--- src/rtl/encoder_pkg.sv ---
// Shared types and default constants for the rotary quadrature decoder.
// Latency: n/a (declarations only).
// Backpressure: n/a; every consumer processes one sample per clock.
package encoder_pkg;

   // Classification of one sampled change on the {A,B} encoder pair
   typedef enum logic [1:0] {
      NONE    = 2'd0,
      CW      = 2'd1,
      CCW     = 2'd2,
      ILLEGAL = 2'd3
   } trans_e;

   localparam int DEF_COUNT_MAX        = 255;
   localparam int DEF_STEPS_PER_DETENT = 4;
   localparam int DEF_WRAP             = 1;

endpackage

--- src/rtl/quad_step_classifier.sv ---
// Purpose: classifies the previous/current {A,B} pair as NONE, CW, CCW or ILLEGAL.
// Latency: purely combinational.
// Backpressure: none; a new pair is accepted on every cycle.
// Ports: i_prev_ab - registered {A,B} from the last cycle, i_ab - current {A,B},
//        o_trans - resulting transition class.
module quad_step_classifier
   import encoder_pkg::*;
(
   input  logic [1:0] i_prev_ab,
   input  logic [1:0] i_ab,
   output trans_e     o_trans
);

   // Gray sequence 00 -> 01 -> 11 -> 10 -> 00 is clockwise
   always_comb begin
      o_trans = NONE;
      case ({i_prev_ab, i_ab})
         4'b00_01, 4'b01_11, 4'b11_10, 4'b10_00: o_trans = CW;
         4'b01_00, 4'b11_01, 4'b10_11, 4'b00_10: o_trans = CCW;
         4'b00_11, 4'b11_00, 4'b01_10, 4'b10_01: o_trans = ILLEGAL;
         default:                                o_trans = NONE;
      endcase
   end

endmodule

--- src/rtl/quadrature_decoder.sv ---
// Purpose: rotary encoder decoder - detent counter with direction, press and error pulses.
// Latency: all outputs registered, updated on the edge that samples the causing input.
// Backpressure: none; one encoder sample is consumed every clock.
// Ports: i_clk, i_rst (sync, active-high), i_enc_a/i_enc_b (idle high), i_enc_sw (active-low),
//        i_clr (count clear); o_count, o_step, o_dir (1 = CW), o_press, o_error.
module quadrature_decoder
   import encoder_pkg::*;
#(
   parameter int COUNT_MAX        = DEF_COUNT_MAX,
   parameter int STEPS_PER_DETENT = DEF_STEPS_PER_DETENT,
   parameter int WRAP             = DEF_WRAP
)(
   input  logic                           i_clk,
   input  logic                           i_rst,
   input  logic                           i_enc_a,
   input  logic                           i_enc_b,
   input  logic                           i_enc_sw,
   input  logic                           i_clr,
   output logic [$clog2(COUNT_MAX+1)-1:0] o_count,
   output logic                           o_step,
   output logic                           o_dir,
   output logic                           o_press,
   output logic                           o_error
);

   localparam int CNT_W = $clog2(COUNT_MAX+1);
   localparam int ACC_W = 4;   // holds -4..+4 with sign

   localparam logic        [CNT_W-1:0] L_CNT_MAX = CNT_W'(COUNT_MAX);
   localparam logic signed [ACC_W-1:0] L_SPD     = ACC_W'(STEPS_PER_DETENT);
   localparam logic signed [ACC_W-1:0] L_ONE     = ACC_W'(1);

   logic        [1:0]       r_prev_ab;
   logic                    r_sw;
   logic signed [ACC_W-1:0] r_acc;
   logic        [CNT_W-1:0] r_count;
   logic                    r_step;
   logic                    r_dir;
   logic                    r_press;
   logic                    r_error;

   logic        [1:0]       w_ab;
   trans_e                  w_trans;
   logic signed [ACC_W-1:0] w_acc_up;
   logic signed [ACC_W-1:0] w_acc_dn;
   logic signed [ACC_W-1:0] w_acc_nxt;
   logic        [CNT_W-1:0] w_cnt_nxt;
   logic                    w_step_nxt;
   logic                    w_dir_nxt;

   assign w_ab     = {i_enc_a, i_enc_b};
   assign w_acc_up = r_acc + L_ONE;
   assign w_acc_dn = r_acc - L_ONE;

   quad_step_classifier u_cls (
      .i_prev_ab (r_prev_ab),
      .i_ab      (w_ab),
      .o_trans   (w_trans)
   );

   always_comb begin
      w_acc_nxt  = r_acc;
      w_cnt_nxt  = r_count;
      w_step_nxt = 1'b0;
      w_dir_nxt  = r_dir;
      if (i_clr) begin
         // Clear wins over a detent completing on the same edge
         w_acc_nxt = '0;
         w_cnt_nxt = '0;
      end else begin
         case (w_trans)
            CW: begin
               if (w_acc_up == L_SPD) begin
                  w_acc_nxt  = '0;
                  w_step_nxt = 1'b1;
                  w_dir_nxt  = 1'b1;
                  if (r_count == L_CNT_MAX)
                     w_cnt_nxt = (WRAP != 0) ? '0 : r_count;
                  else
                     w_cnt_nxt = r_count + 1'b1;
               end else begin
                  w_acc_nxt = w_acc_up;
               end
            end
            CCW: begin
               if (w_acc_dn == -L_SPD) begin
                  w_acc_nxt  = '0;
                  w_step_nxt = 1'b1;
                  w_dir_nxt  = 1'b0;
                  if (r_count == '0)
                     w_cnt_nxt = (WRAP != 0) ? L_CNT_MAX : r_count;
                  else
                     w_cnt_nxt = r_count - 1'b1;
               end else begin
                  w_acc_nxt = w_acc_dn;
               end
            end
            ILLEGAL: w_acc_nxt = '0;   // lost phase: restart the detent from scratch
            default: ;
         endcase
      end
   end

   always_ff @(posedge i_clk) begin
      if (i_rst) begin
         // Seed the history registers with the live inputs so the first
         // cycle out of reset sees no spurious transition or press
         r_prev_ab <= w_ab;
         r_sw      <= i_enc_sw;
         r_acc     <= '0;
         r_count   <= '0;
         r_step    <= 1'b0;
         r_dir     <= 1'b0;
         r_press   <= 1'b0;
         r_error   <= 1'b0;
      end else begin
         r_prev_ab <= w_ab;
         r_sw      <= i_enc_sw;
         r_acc     <= w_acc_nxt;
         r_count   <= w_cnt_nxt;
         r_step    <= w_step_nxt;
         r_dir     <= w_dir_nxt;
         r_press   <= r_sw & ~i_enc_sw;
         r_error   <= (w_trans == ILLEGAL);
      end
   end

   assign o_count = r_count;
   assign o_step  = r_step;
   assign o_dir   = r_dir;
   assign o_press = r_press;
   assign o_error = r_error;

endmodule
--- config.mk ---
export PLATFORM = sky130hd
export DESIGN_NAME = quadrature_decoder
export DESIGN_NICKNAME = d
export VERILOG_FILES = /design/src/rtl/encoder_pkg.sv /design/src/rtl/quad_step_classifier.sv /design/src/rtl/quadrature_decoder.sv
export SDC_FILE = /design/constraint.sdc
export NUM_CORES = 1
export LEC_CHECK = 0
export ABC_AREA = 1
export CAP_MARGIN = 15
export CORE_MARGIN = 5
export CORE_UTILIZATION = 50
export CTS_CLUSTER_SIZE = 8
export DETAILED_ROUTE_END_ITERATION = 16
export PLACE_DENSITY_LB_ADDON = 0.15
export SKIP_CTS_REPAIR_TIMING = 1
export SYNTH_ARGS = -nofsm -noshare
export SYNTH_HDL_FRONTEND = slang
export SYNTH_HIERARCHICAL = 1
export SYNTH_SLANG_ARGS = --single-unit
export TNS_END_PERCENT = 1
--- constraint.sdc ---
create_clock -name i_clk -period 1.75 [get_ports i_clk]
set_input_delay 0.35 -clock i_clk [delete_from_list [all_inputs] [get_ports i_clk]]
set_output_delay 0.35 -clock i_clk [all_outputs]
set_load 0.01 [all_outputs]
* After elaboration in Yosys (flattened, before gate mapping)
Memory sizes are Yosys's and may differ from the RTL's. Index checks and enable logic that the tools add are counted.
Word-level totals: bits in registers 19, memory bits (read-only) 32, input port bits 6, output and inout port bits 12, memories kept 1
Memories:
- (no name shown) | depth 16, bits a word 2, rd ports 1, clocked after memory_dff 0, write ports 0, RTL line quad_step_classifier.sv:17 | case ({i_prev_ab, i_ab})
Operators by class: $add $sub $neg 4, equal/unequal tests 8, muxes and demuxes 14, bitwise gates (word level) 3, reduce and logical (&&, ||, !) cells 6
Operators with widths (number):
- $mux 8 | 4
- $pmux 8 s2 | 1
- $pmux 4 s3 | 1
- $add 8x1->8 const B | 1
- $eq 8x8->1 const B | 1
- $logic_not 8->1 | 1
- $mux 4 | 2
- $sub 8x1->8 const B | 1
- $add 4x2->4 const B | 1
- $eq 2x2->1 const B | 2
- $eq 4x3->1 const B | 1
- $eq 4x4->1 const B | 1
- $mux 1 | 4
- $ne 2x2->1 const B | 2
- $pmux 1 s2 | 2
- $reduce_and 4->1 | 1
- $sub 4x2->4 const B | 1
- $reduce_and 3->1 | 1
- $reduce_bool 3->1 | 1
- $eq 2x1->1 const B | 1
- $not 1->1 | 2
- $reduce_bool 2->1 | 1
- $reduce_or 2->1 | 1
- $and 1x1->1 | 1

* Longest topological paths before layout
Gate-level depths: netlist (run 1).
word-level depth 4, depth in mapped cells 14

* Modules after synthesis
The synthesis (run 1) kept the hierarchy.
Modules (own cells, without submodules):
- quadrature_decoder | times used 1, cells each 218, area an instance 1377.6 µm²
- quad_step_classifier | times used 1, cells each 16, area an instance 67.6 µm²

* Worst setup path before layout (run 1)
No wires, ideal clock.
path type register to register, start point register r_prev_ab[0], end point register r_count[4] (netlist: o_count[4]), setup time 0.113 ns, arrival 1.556 ns, required time 1.637 ns, setup slack 0.081 ns, cell stages (with the launch flop) 14, buffers on the path 1, period minus slack after synthesis 1.669 ns, cell sequence dfxtp_1 inv_2 nand2_2 nand3_1 nand2_1 inv_1 ha_1 inv_1 clkbuf_1 a21oi_1 o21ai_0 nand3_1 nor2_1 nor2_1
Between the ends: longest elaborated chain between the ends 4, elaborated cells on any way between the ends 8, classes of those cells eq/ne (4); mux (1); reduce/logical (2); memory (1)
RTL lines:
- start, declared | RTL line quadrature_decoder.sv:33 | logic [1:0] r_prev_ab;
- start signal, assigned | RTL line quadrature_decoder.sv:108 | r_prev_ab <= w_ab;
- start signal, assigned | RTL line quadrature_decoder.sv:117 | r_prev_ab <= w_ab;
- $mem_v2 16x2 (*)
- via w_trans[0] | RTL line quadrature_decoder.sv:43 | trans_e w_trans;
- $eq 2x2->1 or $eq 2x1->1 (tied branches) | RTL line quadrature_decoder.sv:71 | case (w_trans)
- $ne 2x2->1 (no line) or $reduce_bool 2->1 (tied branches)
- $reduce_and 3->1 (no line)
- end signal, assigned | RTL line quadrature_decoder.sv:120 | r_count <= w_cnt_nxt;
- end, declared | RTL line quadrature_decoder.sv:36 | logic [CNT_W-1:0] r_count;
The timed path passes the listed nets; every way through them passes the cells marked *. A chain may end at the register's enable or synchronous reset.

* Final worst setup path (run 1)
start point register r_count[0] (netlist: o_count[0]), end point output o_count[0]
RTL lines:
- end, declared | RTL line quadrature_decoder.sv:19 | output logic [$clog2(COUNT_MAX+1)-1:0] o_count,
No word-level cell between the ends.

==> flow_metrics.tcl, run 1 <==
set metrics [dict create \
    netlist_area_um2 1450 \
    fillers 257 \
    clock_path_buffers 2 \
    grt_pass1_wl_mm 5.56 \
    ioPinCount 18 \
    tightest_slew_ns 0.256 \
    post-place-ws_ns -0.417 \
    ys_warn_count 6 \
    avgSynthCellArea_um2 6.18 \
    final-hold-violation-count 0 \
    place.detailed.hpwl_mm 2.52 \
    cp_cell_sequence "buf_4, clkdlybuf4s50_1" \
    path_clk_slew_ns 0.11 \
    yosys-top-cells-area "dfxtp_1, nand2_1, nand3_1" \
    synth_top_area_cell "dfxtp_1" \
    finalWorstSetupSlack_ns 0.0686 \
    grt_use_met3 0.0193 \
    finalSetupViolCount 0 \
    antennaDiodeCount 0 \
    place.gp.congestion 0.853 \
    setup_tns_ns 0 \
    firstDrtPassIters 4 \
    synth_nets 250 \
    drc 0 \
    numPortBuffers 17 \
    fmaxAchievable_ghz 0.595 \
    cap_violations 0 \
    max-slew-margin-rel 0.829 \
    path_class "flop to output port" \
    critPathMaxFanout 5 \
    met1_usage 0.205 \
    busiest_layer "met2" \
    fin_skew_ns 0.00389 \
    start_util 0.524 \
    drt_wl_total_mm 3.20 \
    dpl.cell_count 294 \
    die_height_um 63.8 \
    num_rows 19 \
    vdd_drop_max_mv 0.555 \
    layoutNonFillerInstCount 298 \
    place_area_um2 1750 \
    slowest_delay_ns 0.52 \
    fp.dieArea_um2 4070 \
    core_um2 2760 \
    end_kind "output port" \
    cts_buffers 3 \
    synthDistinctLibCells 25 \
    area_growth_pct 26.1 \
    drt-wirelength-per-cell_um 10.7 \
    cp-start-kind "flop" \
    report.power.total_mw 1.12 \
    outcome "complete, no violations" \
    grt_antenna_before_repair 0 \
    grt_pass1_vias 1350 \
    h-tree-depth 1 \
    final_antenna_net_count 0 \
    vias 1550 \
    via_per_inst 5.20 \
    die_w_um 63.8 \
    cts_tree "built" \
    final_area_um2 1820 \
    timing.final.crit_share 0.961 \
    arrival_ns 1.33 \
    seq_area_frac_synth 0.263 \
    worst-path-buf-inv 2 \
    met2_usage 0.282 \
    synth-seq-cells 19 \
    slowest_stage "clkdlybuf4s50_1" \
    crit_family "buffers and inverters" \
    cts_sinks 19 \
    grt.overflow.total 0 \
    clk_latency_ns 0.30 \
    root_buffer "clkbuf_4" \
    grtUsageTotal 0.160 \
    p_leak_nw 0.932 \
    hp-class "input pin to flop" \
    grt_max_degree 15 \
    final_nets 284 \
    synth_top_cell_area_share 0.263 \
    drive_gt1_frac 0.176 \
    power_density_nw_per_um2 615 \
    min_period_ns 1.68 \
    crit_required_ns 1.40 \
    syn_inst 234 \
    slew_viol_final 0 \
    drt_iter0_markers 94 \
]
[cell usage after synthesis, drive strengths merged]
library cell  number
a211oi             1
a21oi              5
a31oi              1
buf                2
clkbuf             1
dfxtp             19
ha                10
inv               33
nand2             75
nand3             27
nand4              8
nor2              35
o211ai             2
o21a               1
o21ai              8
or2                1
xnor2              3
xor2               2
[power by group]
| part | leakage [nW] | internal (mW) | switching (mW) |
|---|---|---|---|
| registers | 0.158 | 0.457 | 0.0286 |
| logic | 0.756 | 0.181 | 0.233 |
| clock network | 0.0177 | 0.0852 | 0.136 |
[sequential cells by signal, indices dropped and copies added, names as in the netlist]
register and count:
o_step 1, o_count 8, r_acc 4, r_sw 1
o_press 1, o_error 1, r_prev_ab 2, o_dir 1
[metal layers]
layer / wire (um) / part of all wire / vias up
met2: 1610 / 0.50 / 37
li1: - / - / 813
met4: 27 / 0.0084 / 0
met5: 0 / 0 / -
met3: 147 / 0.046 / 4
met1: 1420 / 0.44 / 696
[logic make-up after synthesis]
| family | count (synthesis) | share of synthesized area |
|---|---|---|
| and+or+nand+nor | 146 | 0.451 |
| adders and majority gates | 10 | 0.0866 |
| AOI/OAI and AO/OA | 18 | 0.0701 |
| xor gates and xnor gates | 5 | 0.0303 |
| DFF | 19 | 0.263 |
| buffers and inverters | 36 | 0.0987 |
[worst reg2reg max path, stage by stage, from the launching register on]
cell and delay (ns):
dfxtp_2 0.37, inv_2 0.06, nand2_1 0.06, nand3_1 0.07, nand2_1 0.12, inv_2 0.06
buf_4 0.13, ha_1 0.26, inv_1 0.06, nor2_2 0.10, nand3_1 0.09, nand2_1 0.06
inv_1 0.03, nor2_1 0.09
[cell type report]
class	count	area (um^2)	area share
clock buffers	3	22.5	0.0124
clock inverters	1	5.00	0.00275
inverters	33	124	0.0679
multi-input cells	179	956	0.524
flip-flops and latches	19	389	0.213
well taps	31	38.8	0.0213
repair buffers	32	288	0.158
[final timing paths]
check / start / end / slack, ns / cells past startpoint
worst max-delay path: o_count[0] / o_count[0] / 0.07 / 2
worst min-delay path: i_enc_b / r_prev_ab[0] / 0.20 / 1
worst max register to register: r_prev_ab[0] / o_dir / 0.13 / 13
worst min register to register: r_sw / o_press / 0.44 / 2
[cell usage in the layout (no fill, tap or decap), types with 4 or more instances in the layout]
master	instances
nand2_1	66
nor2_1	30
inv_1	28
nand3_1	26
clkdlybuf4s50_1	15
buf_4	15
dfxtp_1	14
ha_1	9
nand4_1	8
nand2_2	7
o21ai_0	7
inv_2	5
a21oi_1	5
nor2_2	4
dfxtp_2	4
[through the flow]
stage / hold slack (ns) / utilization
3_3_place_gp: 0.410 / 0.634
6_report: 0.202 / 0.661
2_1_floorplan: 0.378 / -
3_5_place_dp: 0.415 / 0.634
4_1_cts: 0.440 / 0.644
5_1_grt: 0.222 / 0.661
Power figures use the tool's default switching activity.
==> inputs of run 2 (changes only) <==
--- a/config.mk
+++ b/config.mk
@@ -11,7 +11,7 @@
 export CORE_UTILIZATION = 50
 export CTS_CLUSTER_SIZE = 8
 export DETAILED_ROUTE_END_ITERATION = 16
-export PLACE_DENSITY_LB_ADDON = 0.15
+export PLACE_DENSITY_LB_ADDON = 0.08
 export SKIP_CTS_REPAIR_TIMING = 1
 export SYNTH_ARGS = -nofsm -noshare
 export SYNTH_HDL_FRONTEND = slang
==> run 2 against run 1 <==
  * Worst setup slack improved by 0.014 ns
  * Utilization is 0.45 points lower
  * Flip-flop and latch count is the same
  * Clock-buffer cell count up 1
  * Register-to-register slack barely moved
  * Hold slack better by 0.012 ns
  * First-iteration DRC count decreased by 14%
  * Combinational power about the same
  * Clock skew up 0.0024 ns
  * Cell count is 0.34% lower
  * Largest cell class unchanged
==> flow_metrics.tcl, run 2 (same netlist as run 1, synthesis figures left out) <==
set metrics [dict create \
    firstDrtPassIters 4 \
    start_util 0.524 \
    hp-class "input pin to flop" \
    rr_worst_depth 13 \
    r2r-start "r_prev_ab[0]" \
    ioPinCount 18 \
    met1_usage 0.186 \
    antennaDiodeCount 0 \
    area_growth_pct 25.3 \
    grt_max_degree 15 \
    rsz0062_at_grt "false" \
    min_to "r_prev_ab[0]" \
    clk_latency_ns 0.29 \
    num_rows 19 \
    slowest_stage "clkdlybuf4s50_1" \
    largest_reg_flops 8 \
    final_nets 283 \
    layout.cells.most_common "nand2_1" \
    cp_cell_sequence "buf_4, clkdlybuf4s50_1" \
    p_leak_nw 0.922 \
    r2r_end "o_dir" \
    path_clk_slew_ns 0.10 \
    hold_depth 1 \
    h-tree-depth 1 \
    root_buffer "clkbuf_4" \
    busiest_layer "met2" \
    core_um2 2760 \
    grt_antenna_before_repair 0 \
    final-hold-violation-count 0 \
    cts_sinks 19 \
    pwr-share-comb 0.372 \
    cts_tree "built" \
    seqPwrFrac 0.434 \
    vias 1486 \
    via_per_inst 5.00 \
    end_kind "output port" \
    fp.dieArea_um2 4070 \
    sw_frac_of_total 0.348 \
    critPathMaxFanout 6 \
    cap_violations 0 \
    holdCritStartpoint "i_enc_b" \
    place.gp.congestion 0.869 \
    slew_viol_final 0 \
    cp-start-kind "flop" \
    met2_usage 0.272 \
    final_cell_mix "nand2_1, nor2_1, inv_1, nand3_1, dfxtp_1" \
    dpl.cell_count 293 \
    report.power.total_mw 1.11 \
    grt_pass1_wl_mm 5.24 \
    final_antenna_net_count 0 \
    layoutNonFillerInstCount 297 \
    die_w_um 63.8 \
    setup_tns_ns 0 \
    finalSetupViolCount 0 \
    drt_wl_total_mm 3.13 \
    die_height_um 63.8 \
    grt.overflow.total 0 \
    arrival_ns 1.32 \
    fmaxAchievable_ghz 0.600 \
    drive_gt1_frac 0.165 \
    crit_required_ns 1.40 \
    min_period_ns 1.67 \
    slowest_delay_ns 0.53 \
    reg2reg_slack_ns 0.14 \
    grt_use_met3 0.0210 \
    fin_skew_ns 0.00632 \
    tightest_slew_ns 0.251 \
    grt_pass1_vias 1280 \
    worst-path-buf-inv 2 \
    path_class "flop to output port" \
    clock_path_buffers 2 \
    grtUsageTotal 0.152 \
    vdd_drop_max_mv 0.486 \
    numPortBuffers 17 \
    netSwitchingPower_mw 0.386 \
    crit_family "buffers and inverters" \
    drc 0 \
    cts_buffers 3 \
    outcome "complete, no violations" \
    hold_ws_ns 0.215 \
    place.detailed.hpwl_mm 2.50 \
    finish.utilization 0.657 \
    power_density_nw_per_um2 614 \
    internal-power_mw 0.725 \
    max-slew-margin-rel 0.832 \
    drt-wirelength-per-cell_um 10.5 \
    drt_iter0_markers 81 \
    pwr-share-clk 0.193 \
    timing.final.crit_share 0.953 \
]
run 2: stage by stage:
step / worst slack, ns / area [um^2]
after floorplan: 0.0815 / 1450
after global placement: -0.419 / 1740
after detailed placement: -0.431 / 1740
after CTS: -0.120 / 1770
after global routing: 0.00319 / 1810
final: 0.0831 / 1810
run 2: layout make-up:
class	count	area [um^2]
Inverter	33	124
Multi-Input combinational cell	179	958
Tap cell	31	38.8
Fill cell	253	947
Sequential cell	19	383
Clock buffer	4	26.3
Timing Repair Buffer	31	280
run 2: per-layer routing:
layer | part of all wire | routed length [um] | vias up
met5 | 0 | 0 | -
met4 | 0.0074 | 23 | 0
met3 | 0.039 | 121 | 2
met2 | 0.50 | 1560 | 25
met1 | 0.45 | 1420 | 657
li1 | - | - | 802
run 2: how the worst max path moves through the flow:
| stage | end | cells after the start | startpoint | slack [ns] |
|---|---|---|---|---|
| final | o_count[1] | 2 | o_count[1] | 0.08 |
| after global routing | o_count[1] | 2 | o_count[1] | 0.003 |
| after CTS | r_acc[2] | 12 | i_enc_a | -0.12 |
| after detailed placement | r_acc[2] | 12 | i_enc_a | -0.43 |
| after global placement | r_acc[2] | 12 | i_enc_a | -0.42 |
| after floorplan | o_count[4] | 13 | r_prev_ab[0] | 0.08 |
run 2: worst register-to-register path, cell delays in order (launching register included):
cell and delay, ns:
dfxtp_2 0.37, inv_2 0.05, nand2_2 0.07, nand3_1 0.06, nand2_1 0.10, inv_2 0.06
buf_4 0.12, ha_1 0.26, inv_1 0.07, nor2_2 0.14, nand3_1 0.09, nand2_1 0.06
inv_1 0.03, nor2_1 0.08
run 2: power groups by stage:
stage	registers [mW]	clock network [mW]	logic, mW
final	0.482	0.215	0.414
after global routing	0.487	0.256	0.466
after CTS	0.482	0.231	0.397
after detailed placement	0.492	0	0.395
after global placement	0.492	0	0.393
after floorplan	0.495	0	0.269
